[src/rtl/clock_pkg.sv]
// Shared types and constants for the digital clock: controller state encoding
// and the hour/minute field widths and ranges used by the time counters.
package clock_pkg;

  typedef enum logic [1:0] {
    RUN     = 2'd0,
    SET_HR  = 2'd1,
    SET_MIN = 2'd2,
    COMMIT  = 2'd3
  } state_t;

  localparam int HR_W        = 5;
  localparam int MIN_W       = 6;
  localparam int HR_MAX_DEF  = 23;
  localparam int MIN_MAX_DEF = 59;
  localparam int TMO_W       = 6;

endpackage

[src/rtl/wrap_updown.sv]
// Wrapping up/down register over 0..MAX with a parallel load, used for the
// hour and minute fields being edited.
module wrap_updown #(
  parameter int W   = 5,
  parameter int MAX = 23
) (
  input  logic         clk,
  input  logic         rst,
  input  logic         load,
  input  logic [W-1:0] load_val,
  input  logic         inc,
  input  logic         dec,
  input  logic         en,
  output logic [W-1:0] value
);

  // inc and dec together cancel; load beats any step request.
  always_ff @(posedge clk) begin
    if (rst) begin
      value <= '0;
    end else if (load) begin
      value <= load_val;
    end else if (en && inc && !dec) begin
      value <= (value == W'(MAX)) ? '0 : value + 1'b1;
    end else if (en && dec && !inc) begin
      value <= (value == '0) ? W'(MAX) : value - 1'b1;
    end
  end

endmodule

[src/rtl/clock_set_ctrl.sv]
// Time-set controller: edits hours then minutes from three button levels,
// holds the time counters while editing and issues a one-cycle load on confirm.
module clock_set_ctrl
  import clock_pkg::*;
#(
  parameter int HR_MAX    = HR_MAX_DEF,
  parameter int MIN_MAX   = MIN_MAX_DEF,
  parameter int TIMEOUT_S = 10
) (
  input  logic              clk,
  input  logic              rst,
  input  logic              tick_1hz,
  input  logic              btn_mode,
  input  logic              btn_inc,
  input  logic              btn_dec,
  input  logic [HR_W-1:0]   cur_hr,
  input  logic [MIN_W-1:0]  cur_min,
  output logic              run_en,
  output logic              load_en,
  output logic [HR_W-1:0]   load_hr,
  output logic [MIN_W-1:0]  load_min,
  output logic              edit_hr,
  output logic              edit_min,
  output logic              blink,
  output logic [1:0]        state_dbg
);

  state_t state, state_next;

  logic mode_q, inc_q, dec_q;
  logic mode_ev, inc_ev, dec_ev, any_ev;
  logic editing, timeout;
  logic [TMO_W-1:0] tmo_cnt;

  // Buttons are level inputs; an event is the first cycle a level is seen high,
  // so holding a button yields exactly one event.
  always_ff @(posedge clk) begin
    if (rst) begin
      mode_q <= 1'b0;
      inc_q  <= 1'b0;
      dec_q  <= 1'b0;
    end else begin
      mode_q <= btn_mode;
      inc_q  <= btn_inc;
      dec_q  <= btn_dec;
    end
  end

  assign mode_ev = btn_mode & ~mode_q;
  assign inc_ev  = btn_inc & ~inc_q;
  assign dec_ev  = btn_dec & ~dec_q;
  assign any_ev  = mode_ev | inc_ev | dec_ev;

  assign editing = (state == SET_HR) || (state == SET_MIN);
  // Any press in the expiring cycle keeps the edit alive.
  assign timeout = editing && tick_1hz && !any_ev &&
                   (tmo_cnt == TMO_W'(TIMEOUT_S - 1));

  always_ff @(posedge clk) begin
    if (rst) begin
      state <= RUN;
    end else begin
      state <= state_next;
    end
  end

  always_comb begin
    state_next = state;
    case (state)
      RUN:     if (mode_ev) state_next = SET_HR;
      SET_HR:  if (mode_ev) state_next = SET_MIN;
               else if (timeout) state_next = RUN;
      SET_MIN: if (mode_ev) state_next = COMMIT;
               else if (timeout) state_next = RUN;
      COMMIT:  state_next = RUN;
      default: state_next = RUN;
    endcase
  end

  always_comb begin
    run_en   = 1'b0;
    load_en  = 1'b0;
    edit_hr  = 1'b0;
    edit_min = 1'b0;
    case (state)
      RUN:     run_en   = 1'b1;
      SET_HR:  edit_hr  = 1'b1;
      SET_MIN: edit_min = 1'b1;
      COMMIT:  load_en  = 1'b1;
      default: run_en   = 1'b1;
    endcase
  end

  assign state_dbg = state;

  always_ff @(posedge clk) begin
    if (rst || !editing || any_ev) begin
      tmo_cnt <= '0;
    end else if (tick_1hz) begin
      tmo_cnt <= tmo_cnt + 1'b1;
    end
  end

  // Blink is forced on whenever the edited value changes so it is seen at once.
  always_ff @(posedge clk) begin
    if (rst) begin
      blink <= 1'b0;
    end else if (state_next == RUN || state_next == COMMIT) begin
      blink <= 1'b0;
    end else if (state == RUN) begin
      blink <= 1'b1;
    end else if ((inc_ev || dec_ev) && !mode_ev) begin
      blink <= 1'b1;
    end else if (tick_1hz) begin
      blink <= ~blink;
    end
  end

  wrap_updown #(.W(HR_W), .MAX(HR_MAX)) u_hr (
    .clk      (clk),
    .rst      (rst),
    .load     ((state == RUN) && mode_ev),
    .load_val (cur_hr),
    .inc      (inc_ev),
    .dec      (dec_ev),
    .en       ((state == SET_HR) && !mode_ev),
    .value    (load_hr)
  );

  wrap_updown #(.W(MIN_W), .MAX(MIN_MAX)) u_min (
    .clk      (clk),
    .rst      (rst),
    .load     ((state == RUN) && mode_ev),
    .load_val (cur_min),
    .inc      (inc_ev),
    .dec      (dec_ev),
    .en       ((state == SET_MIN) && !mode_ev),
    .value    (load_min)
  );

endmodule

[config.mk]
export PLATFORM = sky130hd
export DESIGN_NAME = clock_set_ctrl
export DESIGN_NICKNAME = d
export VERILOG_FILES = /design/src/rtl/clock_pkg.sv /design/src/rtl/wrap_updown.sv /design/src/rtl/clock_set_ctrl.sv
export SDC_FILE = /design/constraint.sdc
export NUM_CORES = 1
export LEC_CHECK = 0
export CAP_MARGIN = 20
export CORE_MARGIN = 2
export CORE_UTILIZATION = 35
export CTS_CLUSTER_SIZE = 30
export DETAILED_ROUTE_END_ITERATION = 12
export GPL_TIMING_DRIVEN = 0
export SLEW_MARGIN = 20
export SYNTH_ARGS = -nofsm -noshare
export SYNTH_HDL_FRONTEND = slang
export SYNTH_HIERARCHICAL = 1
export SYNTH_SLANG_ARGS = --single-unit
[constraint.sdc]
create_clock -name clk -period 2.6 [get_ports clk]
set_input_delay 0.78 -clock clk [delete_from_list [all_inputs] [get_ports clk]]
set_output_delay 0.78 -clock clk [all_outputs]
set_load 0.02 [all_outputs]
==> results.ini, run 1 <==
[run]
maxCapViolations = 0

[layout]
final_cells = 311
drive_gt1_frac = 0.131
final_core_util = 0.470
fillers = 483
area_delta_synth_final_pct = 29.8
antennaDiodeCount = 0
final_nets = 273

[timing]
slew-limit-headroom = 0.532
setup_viol = 0
slew_viol_final = 0
post-route-min-period_ns = 2.48
clock_skew_ns = 0.00166
fin_ws_ns = 0.122
fmax_ghz = 0.404
tightest_slew_ns = 0.699
finalCritPeriodShare = 0.953
finalHoldViolations = 0

[detailed_routing]
vias = 1600
drtPass1Iterations = 4
drtAntennaViolNets = 0
wl_per_cell_um = 12.8
drt_iter0_drc = 84
totalWireLength_um = 3980
drc_errors = 0
routed_via_density = 5.14

[placement]
dp_hpwl_um = 2910
dp_cells = 304
gp_congestion = 0.818
portBuffers = 33
post-place-ws_ns = -0.521

[cts]
root_buffer = clkbuf_8
cts_tree = built
htreeDepth = 1
worstSkewPairLatency_ns = 0.27
clk_pin_slew_ns = 0.09
ctsHoldBuffers = 0
clock_sinks = 23
cts_made_buffers = 3
clockBufferDepth = 2

[yosys]
synth_edf_count = 0
yosys_warnings = 6
ys_ff_latch = 23
ys.flop_type = dfxtp_1
synth_cell_types = 58
synth_seq_area_share = 0.269
synth_fp_nets = 232
syn_area_sq_um = 1710
synth_cells = 204
synthArstFlopShare = 0
synth.avg_cell_area_sq_um = 8.38

[min_path]
hp-class = reg -> reg
hp-start = tmo_cnt[5]$_SDFFE_PP0P_

[floorplan]
start_util = 0.362
die_y_um = 73.9
fp-row-count = 25
dieArea_sq_um = 5460
core_area_sq_um = 4720
die_w_um = 73.9
io_pins = 35

[critical_path]
end_kind = register
cp_slowest_stage_delay_ns = 0.46
required_ns = 2.78
cp.arrival_ns = 2.66
startpoint = btn_dec
slowest_stage = clkdlybuf4s50_1
r2r_start = state_dbg[0]$_SDFF_PP0_
critPathKind = in -> reg
cp_cell_sequence = clkdlybuf4s50_1 -> or2b_2 -> clkinvlp_4 -> nand3b_1 -> nand3_2 -> a221o_1 -> a221oi_2
cp_max_fo = 9
start_kind = primary input

[run_status]
status = completed

[power]
irDropWorstVdd_uv = 241
p_per_area_nw_per_um2 = 515
leakage_nw = 0.832

[global_routing]
antenna_found_initial = 0
grt_pass1_wl_um = 6910
grt_overflow = 0
grt_use_total = 0.156
grt_pass1_vias = 1491
grt_max_degree = 17

## cell usage in the layout, fill, tap and decap left out, types with 9 or more instances in the layout
master / count
a21oi_1: 9
clkdlybuf4s50_1: 32
dfxtp_1: 23
ha_1: 11
inv_1: 12
nand2_1: 9
nor2_1: 16
nor3_1: 10
xor2_1: 11
## power by group
part | switching [W] | leakage, nW | internal (W)
clock | 0.000124 | 0.0217 | 0.000108
combinational | 0.000255 | 0.621 | 0.000233
sequential | 0.0000381 | 0.189 | 0.000384
total | 0.000417 | 0.832 | 0.000726
## synth_stat cells (2+ instances only)
cell type / number / area (sq um)
a211oi_1: 5 / 37.5
a21oi_1: 11 / 55.1
a221oi_1: 2 / 17.5
a311oi_1: 2 / 17.5
a31oi_1: 2 / 12.5
and2_1: 4 / 25.0
and3b_1: 2 / 17.5
buf_6: 4 / 45.0
clkbuf_1: 3 / 11.3
dfxtp_1: 23 / 460
ha_1: 11 / 138
inv_1: 13 / 48.8
mux2i_1: 2 / 20.0
nand2_1: 9 / 33.8
nand2b_1: 4 / 25.0
nand3_1: 3 / 15.0
nand3b_1: 7 / 52.6
nand4_1: 4 / 25.0
nand4b_1: 2 / 17.5
nor2_1: 16 / 60.1
nor2b_1: 4 / 25.0
nor3_1: 10 / 50.1
nor4b_1: 2 / 17.5
o211ai_1: 2 / 15.0
o21ai_0: 7 / 35.0
o21ai_1: 3 / 15.0
xnor2_1: 6 / 52.6
xor2_1: 11 / 96.3
## final timing paths
path,endpoint,slack (ns),depth (start not counted)
min reg2reg,tmo_cnt[5]$_SDFFE_PP0P_,0.52,2
max reg2reg,u_min/value[4]$_SDFFE_PP0P_,0.55,7
max,u_min/value[0]$_SDFFE_PP0P_,0.12,7
min,tmo_cnt[5]$_SDFFE_PP0P_,0.52,2
## critical path: cells and delay by family
kind,cells,cell delay [ns]
buf+inv,2,0.62
compound gates,2,0.55
simple gates,3,0.71
## logic make-up after synthesis
group,share of synthesized area
buffers and inverters,0.0688
xor gates and xnor gates,0.0871
adders and majority gates,0.0805
muxes,0.0117
DFF,0.269
and+or+nand+nor,0.298
AOI/OAI and AO/OA,0.185
## flip-flops by register name (all words and copies together) (netlist names)
name	cells
inc_q	1
dec_q	1
blink	1
u_hr/value	5
tmo_cnt	6
state_dbg	2
mode_q	1
u_min/value	6
## repair_timing
item | 4_1_cts | 5_1_grt
setup buffers | 0 | 3
setup endpoints to repair | 6 | 10
gates resized for setup | 4 | 9
## routing by layer
layer | GRT usage | routed length [um] | vias up
li1 | - | - | 817
met1 | 0.212 | 1980 | 750
met2 | 0.258 | 1830 | 31
met3 | 0.0357 | 155 | 2
met4 | 0.0242 | 21 | 0
met5 | 0 | 0 | -
## layout make-up
class,count,area (sq um),share of cell area
well taps,67,83.8,0.0377
plain buffers,9,71.3,0.0321
clock inverters,1,7.51,0.00338
clock buffers,3,41.3,0.0186
repair buffers,36,355,0.160
multi-input cells,159,1150,0.517
flip-flops and latches,23,460,0.207
inverters,13,52.6,0.0237
## per-stage QoR
step,TNS (ns),instance area [sq um],hold WS [ns],total power (W)
floorplan,0,1710,0.478,0.000743
global placement,-3.56,2120,0.497,0.000897
detailed placement,-3.58,2120,0.511,0.000899
CTS,-0.00222,2180,0.533,0.00114
global route,-0.00843,2220,0.558,0.00123
finish,0,2220,0.523,0.00114
(Power assumes the default switching activity.)
==> run 2: changes to the inputs <==
--- a/config.mk
+++ b/config.mk
@@ -7,10 +7,12 @@
 export LEC_CHECK = 0
 export CAP_MARGIN = 20
 export CORE_MARGIN = 2
-export CORE_UTILIZATION = 35
+export CORE_UTILIZATION = 51
 export CTS_CLUSTER_SIZE = 30
 export DETAILED_ROUTE_END_ITERATION = 12
 export GPL_TIMING_DRIVEN = 0
+export PLACE_DENSITY = 0.79
+export RECOVER_POWER = 25
 export SLEW_MARGIN = 20
 export SYNTH_ARGS = -nofsm -noshare
 export SYNTH_HDL_FRONTEND = slang
==> run 2 against run 1 <==
Against the previous run:
- combinational power shrank 2%
- cell area is 3.3% lower
- sequential share of layout area rose by 0.76 points
- critical endpoint is now u_hr/value[1]$_SDFFE_PP0P_
- routed wire length is 4.1% lower
- non-clock buffer count decreased by 1
- global-route usage up 6.3 points
- via count increased by 1.2%
- setup slack worse by 0.017 ns
- sequential cell count unchanged
- total power decreased by 5.6%
- largest cell class unchanged
- hold slack improved by 0.019 ns
==> results.ini, run 2 (same netlist as run 1, synthesis figures left out) <==
[run_status]
status = completed

[placement]
dp_hpwl_um = 2760
gp_congestion = 0.863
dp_cells = 283
post-place-ws_ns = -0.502
portBuffers = 33

[cts]
worstSkewPairLatency_ns = 0.32
ctsHoldBuffers = 0
cts_made_buffers = 3
htreeDepth = 1
root_buffer = clkbuf_4
cts_tree = built
clk_pin_slew_ns = 0.14
clock_sinks = 23
clockBufferDepth = 2

[layout]
final_cells = 289
area_delta_synth_final_pct = 25.6
final_cell_mix = clkdlybuf4s50_1, dfxtp_1, nor2_1
antennaDiodeCount = 0
final_core_util = 0.654
drive_gt1_frac = 0.115
final_nets = 272
reg.largest.list = tmo_cnt x6, u_min/value x6, u_hr/value x5
layout_commonest_cell = clkdlybuf4s50_1

[timing]
fin_ws_ns = 0.105
finalCritPeriodShare = 0.960
rsz0062_at_grt = no
slew_viol_final = 0
tightest_slew_ns = 0.643
finalHoldViolations = 0
post-route-min-period_ns = 2.49
hold_ws_ns = 0.542
tns_ns = 0
clock_skew_ns = 0.00601
slew-limit-headroom = 0.570
fmax_ghz = 0.401
setup_viol = 0

[power]
p_per_area_nw_per_um2 = 502
leakage_nw = 0.824
irDropWorstVdd_uv = 292

[detailed_routing]
totalWireLength_um = 3820
top_layer = met4
routed_via_density = 5.60
drt_iter0_drc = 77
wl_met1_um = 1880
drtPass1Iterations = 4
vias = 1619
drtAntennaViolNets = 0
wl_met3_um = 163
drc_errors = 0
wl_met2_um = 1720
wl_per_cell_um = 13.2

[critical_path]
cp_cell_sequence = clkdlybuf4s50_1 -> or2b_2 -> inv_1 -> xor2_1 -> a21oi_1 -> a21oi_1 -> a221oi_1
start_kind = primary input
critPathKind = in -> reg
crit_buf_inv = 2
cp_slowest_stage_delay_ns = 0.47
cpMostUsedCell = a21oi_1
cp.arrival_ns = 2.73
cp_max_fo = 9
required_ns = 2.84
r2r_cells = 7
reg2reg_to = u_min/value[4]$_SDFFE_PP0P_
path_delay_family = compound AO/OA/AOI/OAI gates
rrSetupSlack_ns = 0.42
end_kind = register
slowest_stage = clkdlybuf4s50_1
r2r_start = state_dbg[1]$_SDFF_PP0_

[floorplan]
start_util = 0.521
dieArea_sq_um = 3830
die_w_um = 61.9
core_area_sq_um = 3280
fp-row-count = 21
die_y_um = 61.9
io_pins = 35

[min_path]
hp-start = tmo_cnt[5]$_SDFFE_PP0P_
hp-class = reg -> reg
min_to = tmo_cnt[5]$_SDFFE_PP0P_
hold_depth = 2

[global_routing]
grt_use_total = 0.219
antenna_found_initial = 0
grt_max_degree = 17
grt_overflow = 0
grt_pass1_wl_um = 6430
grt_pass1_vias = 1469

[run]
maxCapViolations = 0

run 2: changes by cell type in the layout (fill, tap and decap cells not counted), sizes merged:
cell and change:
clkbuf +1, dlygate4sd3 +1, clkdlybuf4s50 -1, clkinv +1, inv +1, buf -2
clkinvlp -2
run 2: tightest hold or removal path: cells and delay by family, from the launching register on:
family	cells	cell delay (ns)
flip-flops	1	0.37
XOR/XNOR	1	0.08
AND/OR/NAND/NOR	1	0.07
run 2: what timing repair did:
item / 4_1_cts / 5_1_grt
endpoints found under the setup margin: 6 / 8
gates resized for setup: 1 / 9
buffers inserted: 0 / 2
run 2: worst max-delay path by stage:
stage | from | endpoint | slack, ns | cells past startpoint
6_report | btn_dec | u_hr/value[1]$_SDFFE_PP0P_ | 0.11 | 7
5_1_grt | state_dbg[1]$_SDFF_PP0_ | edit_min | 0.01 | 2
4_1_cts | btn_mode | u_min/value[5]$_SDFFE_PP0P_ | 0.003 | 7
3_5_place_dp | btn_mode | u_min/value[5]$_SDFFE_PP0P_ | -0.50 | 7
3_3_place_gp | btn_mode | u_min/value[2]$_SDFFE_PP0P_ | -0.46 | 8
2_1_floorplan | btn_mode | u_min/value[5]$_SDFFE_PP0P_ | 0.43 | 6
run 2: power by group:
part / total (W) / internal [W] / switching, W
Clock: 0.000177 / 0.0000576 / 0.000119
Sequential: 0.000425 / 0.000385 / 0.0000399
Combinational: 0.000478 / 0.000229 / 0.000249
Total: 0.00108 / 0.000671 / 0.000408
run 2: metrics by stage:
| step | total power [W] | instance area [sq um] |
|---|---|---|
| after floorplan | 0.000743 | 1710 |
| after global placement | 0.000887 | 2100 |
| after detailed placement | 0.000894 | 2100 |
| after CTS | 0.00107 | 2130 |
| after global routing | 0.00116 | 2150 |
| final | 0.00108 | 2150 |
run 2: cell type report:
cell class | instances | area [sq um]
buffer | 9 | 63.8
clock buffer | 3 | 22.5
clock inverter | 1 | 5.00
fill | 310 | 1140
inverter | 13 | 48.8
multi-input combinational | 159 | 1140
sequential | 23 | 462
tap | 46 | 57.6
timing repair buffer | 35 | 348
run 2: routing by layer:
metal	global-route usage	vias to the layer above
met5	0	-
met4	0.0669	0
met3	0.0331	6
met2	0.361	38
met1	0.296	754
li1	-	821
==> run 3: changes to the inputs <==
--- a/config.mk
+++ b/config.mk
@@ -13,6 +13,7 @@
 export GPL_TIMING_DRIVEN = 0
 export PLACE_DENSITY = 0.79
 export RECOVER_POWER = 25
+export SETUP_SLACK_MARGIN = 0.1
 export SLEW_MARGIN = 20
 export SYNTH_ARGS = -nofsm -noshare
 export SYNTH_HDL_FRONTEND = slang
==> run 3 against run 2 <==
Against the previous run:
- core utilization grew 0.65 points
- combinational power grew 3%
- sequential cell count is the same
- hold slack gained 0.00099 ns
- routed wire length grew 0.65%
- non-clock buffer count is the same
- highest routed layer unchanged
- critical path depth shrank 5
- first-iteration DRC count grew 23%
==> results.ini, run 3 (same netlist as run 1, synthesis figures left out) <==
[global_routing]
grt_max_degree = 17
grt_use_total = 0.219
grtUsageMet3 = 0.0269
grt_pass1_vias = 1472
busiest_layer = met2
met2_usage = 0.359
grt_pass1_wl_um = 6440
grtUsageMet1 = 0.301
antenna_found_initial = 0
grt_overflow = 0

[timing]
tightest_slew_ns = 0.645
clock_skew_ns = 0.00642
fmax_ghz = 0.408
hold_ws_ns = 0.543
finalCritPeriodShare = 0.944
finalHoldViolations = 0
setup_viol = 0
slew-limit-headroom = 0.569
rsz0062_at_grt = no
post-route-min-period_ns = 2.45
slew_viol_final = 0

[cts]
cts_made_buffers = 3
htreeDepth = 1
worstSkewPairLatency_ns = 0.32
cts_tree = built
clockBufferDepth = 2
root_buffer = clkbuf_4
clk_pin_slew_ns = 0.14
ctsHoldBuffers = 0
clock_sinks = 23

[placement]
gp_congestion = 0.863
portBuffers = 33
dpl_cell_area_sq_um = 2100
dp_hpwl_um = 2760

[detailed_routing]
vias = 1613
drtPass1Iterations = 4
drc_errors = 0
drtAntennaViolNets = 0
routed_via_density = 5.58
totalWireLength_um = 3840
drt_iter0_drc = 95
wl_per_cell_um = 13.3

[layout]
drive_gt1_frac = 0.123
final_nets = 272
final_cell_mix = clkdlybuf4s50_1, dfxtp_1, nor2_1
antennaDiodeCount = 0
layout_commonest_cell = clkdlybuf4s50_1
design_area_sq_um = 2170
area_delta_synth_final_pct = 26.8
fillers = 303
reg.largest.list = tmo_cnt x6, u_min/value x6, u_hr/value x5

[critical_path]
start_kind = register
cp_cell_sequence = ha_1 -> clkdlybuf4s50_1
critPathKind = reg -> out
end_kind = primary output
cp.arrival_ns = 1.67
rrSetupSlack_ns = 0.45
cp_slowest_stage_delay_ns = 0.62
cp_max_fo = 6
required_ns = 1.82
slowest_stage = clkdlybuf4s50_1

[floorplan]
io_pins = 35
start_util = 0.521
dieArea_sq_um = 3830
fp-row-count = 21
core_area_sq_um = 3280
die_y_um = 61.9
die_w_um = 61.9

[min_path]
hp-class = reg -> reg

[power]
fin_total_pwr_w = 0.00109
leakage_nw = 0.831
irDropWorstVdd_uv = 291
p_per_area_nw_per_um2 = 503

[run_status]
status = completed

[run]
maxCapViolations = 0

-- run 3: worst paths after layout --
path / start / endpoint / depth (start not counted)
worst max-delay path: state_dbg[0]$_SDFF_PP0_ / edit_hr / 2
worst min-delay path: tmo_cnt[5]$_SDFFE_PP0P_ / tmo_cnt[5]$_SDFFE_PP0P_ / 2
worst max register to register: state_dbg[0]$_SDFF_PP0_ / u_min/value[4]$_SDFFE_PP0P_ / 7
worst min register to register: tmo_cnt[5]$_SDFFE_PP0P_ / tmo_cnt[5]$_SDFFE_PP0P_ / 2
-- run 3: area by class of cell --
| class | instances | area, sq um | area share |
|---|---|---|---|
| flip-flops and latches | 23 | 462 | 0.213 |
| well taps | 46 | 57.6 | 0.0265 |
| clock inverters | 1 | 5.00 | 0.00231 |
| plain buffers | 9 | 66.3 | 0.0306 |
| inverters | 13 | 52.6 | 0.0242 |
| repair buffers | 35 | 347 | 0.160 |
| multi-input cells | 159 | 1160 | 0.533 |
| clock buffers | 3 | 22.5 | 0.0104 |
-- run 3: power by group --
group	switching (W)	leakage [nW]	internal [W]
clock network	0.000118	0.0177	0.0000575
logic	0.000256	0.624	0.000235
registers	0.0000403	0.189	0.000385
total	0.000414	0.831	0.000678
-- run 3: critical path: cells and delay by family, from the launching register on --
kind,cells,cell delay (ns)
fa+ha+maj,1,0.25
flops,1,0.49
buf+inv,1,0.62
-- run 3: per-layer routing --
metal,up-vias,share of wire
met5,-,0
met4,0,0.016
met3,6,0.034
met2,40,0.45
met1,749,0.50
li1,818,-
-- run 3: through the flow --
stage	utilization	cells	setup WS (ns)	setup TNS (ns)
after detailed placement	0.639	283	-0.502	-3.25
after global routing	0.661	289	0.0659	0
final	0.661	289	0.147	0
after floorplan	-	204	0.434	0
after CTS	0.654	289	0.0773	0
after global placement	0.639	283	-0.463	-3.04
-- run 3: timing repair --
item	CTS	global route
endpoints found under the setup margin	8	10
gates resized for setup	6	10
setup buffers	2	0
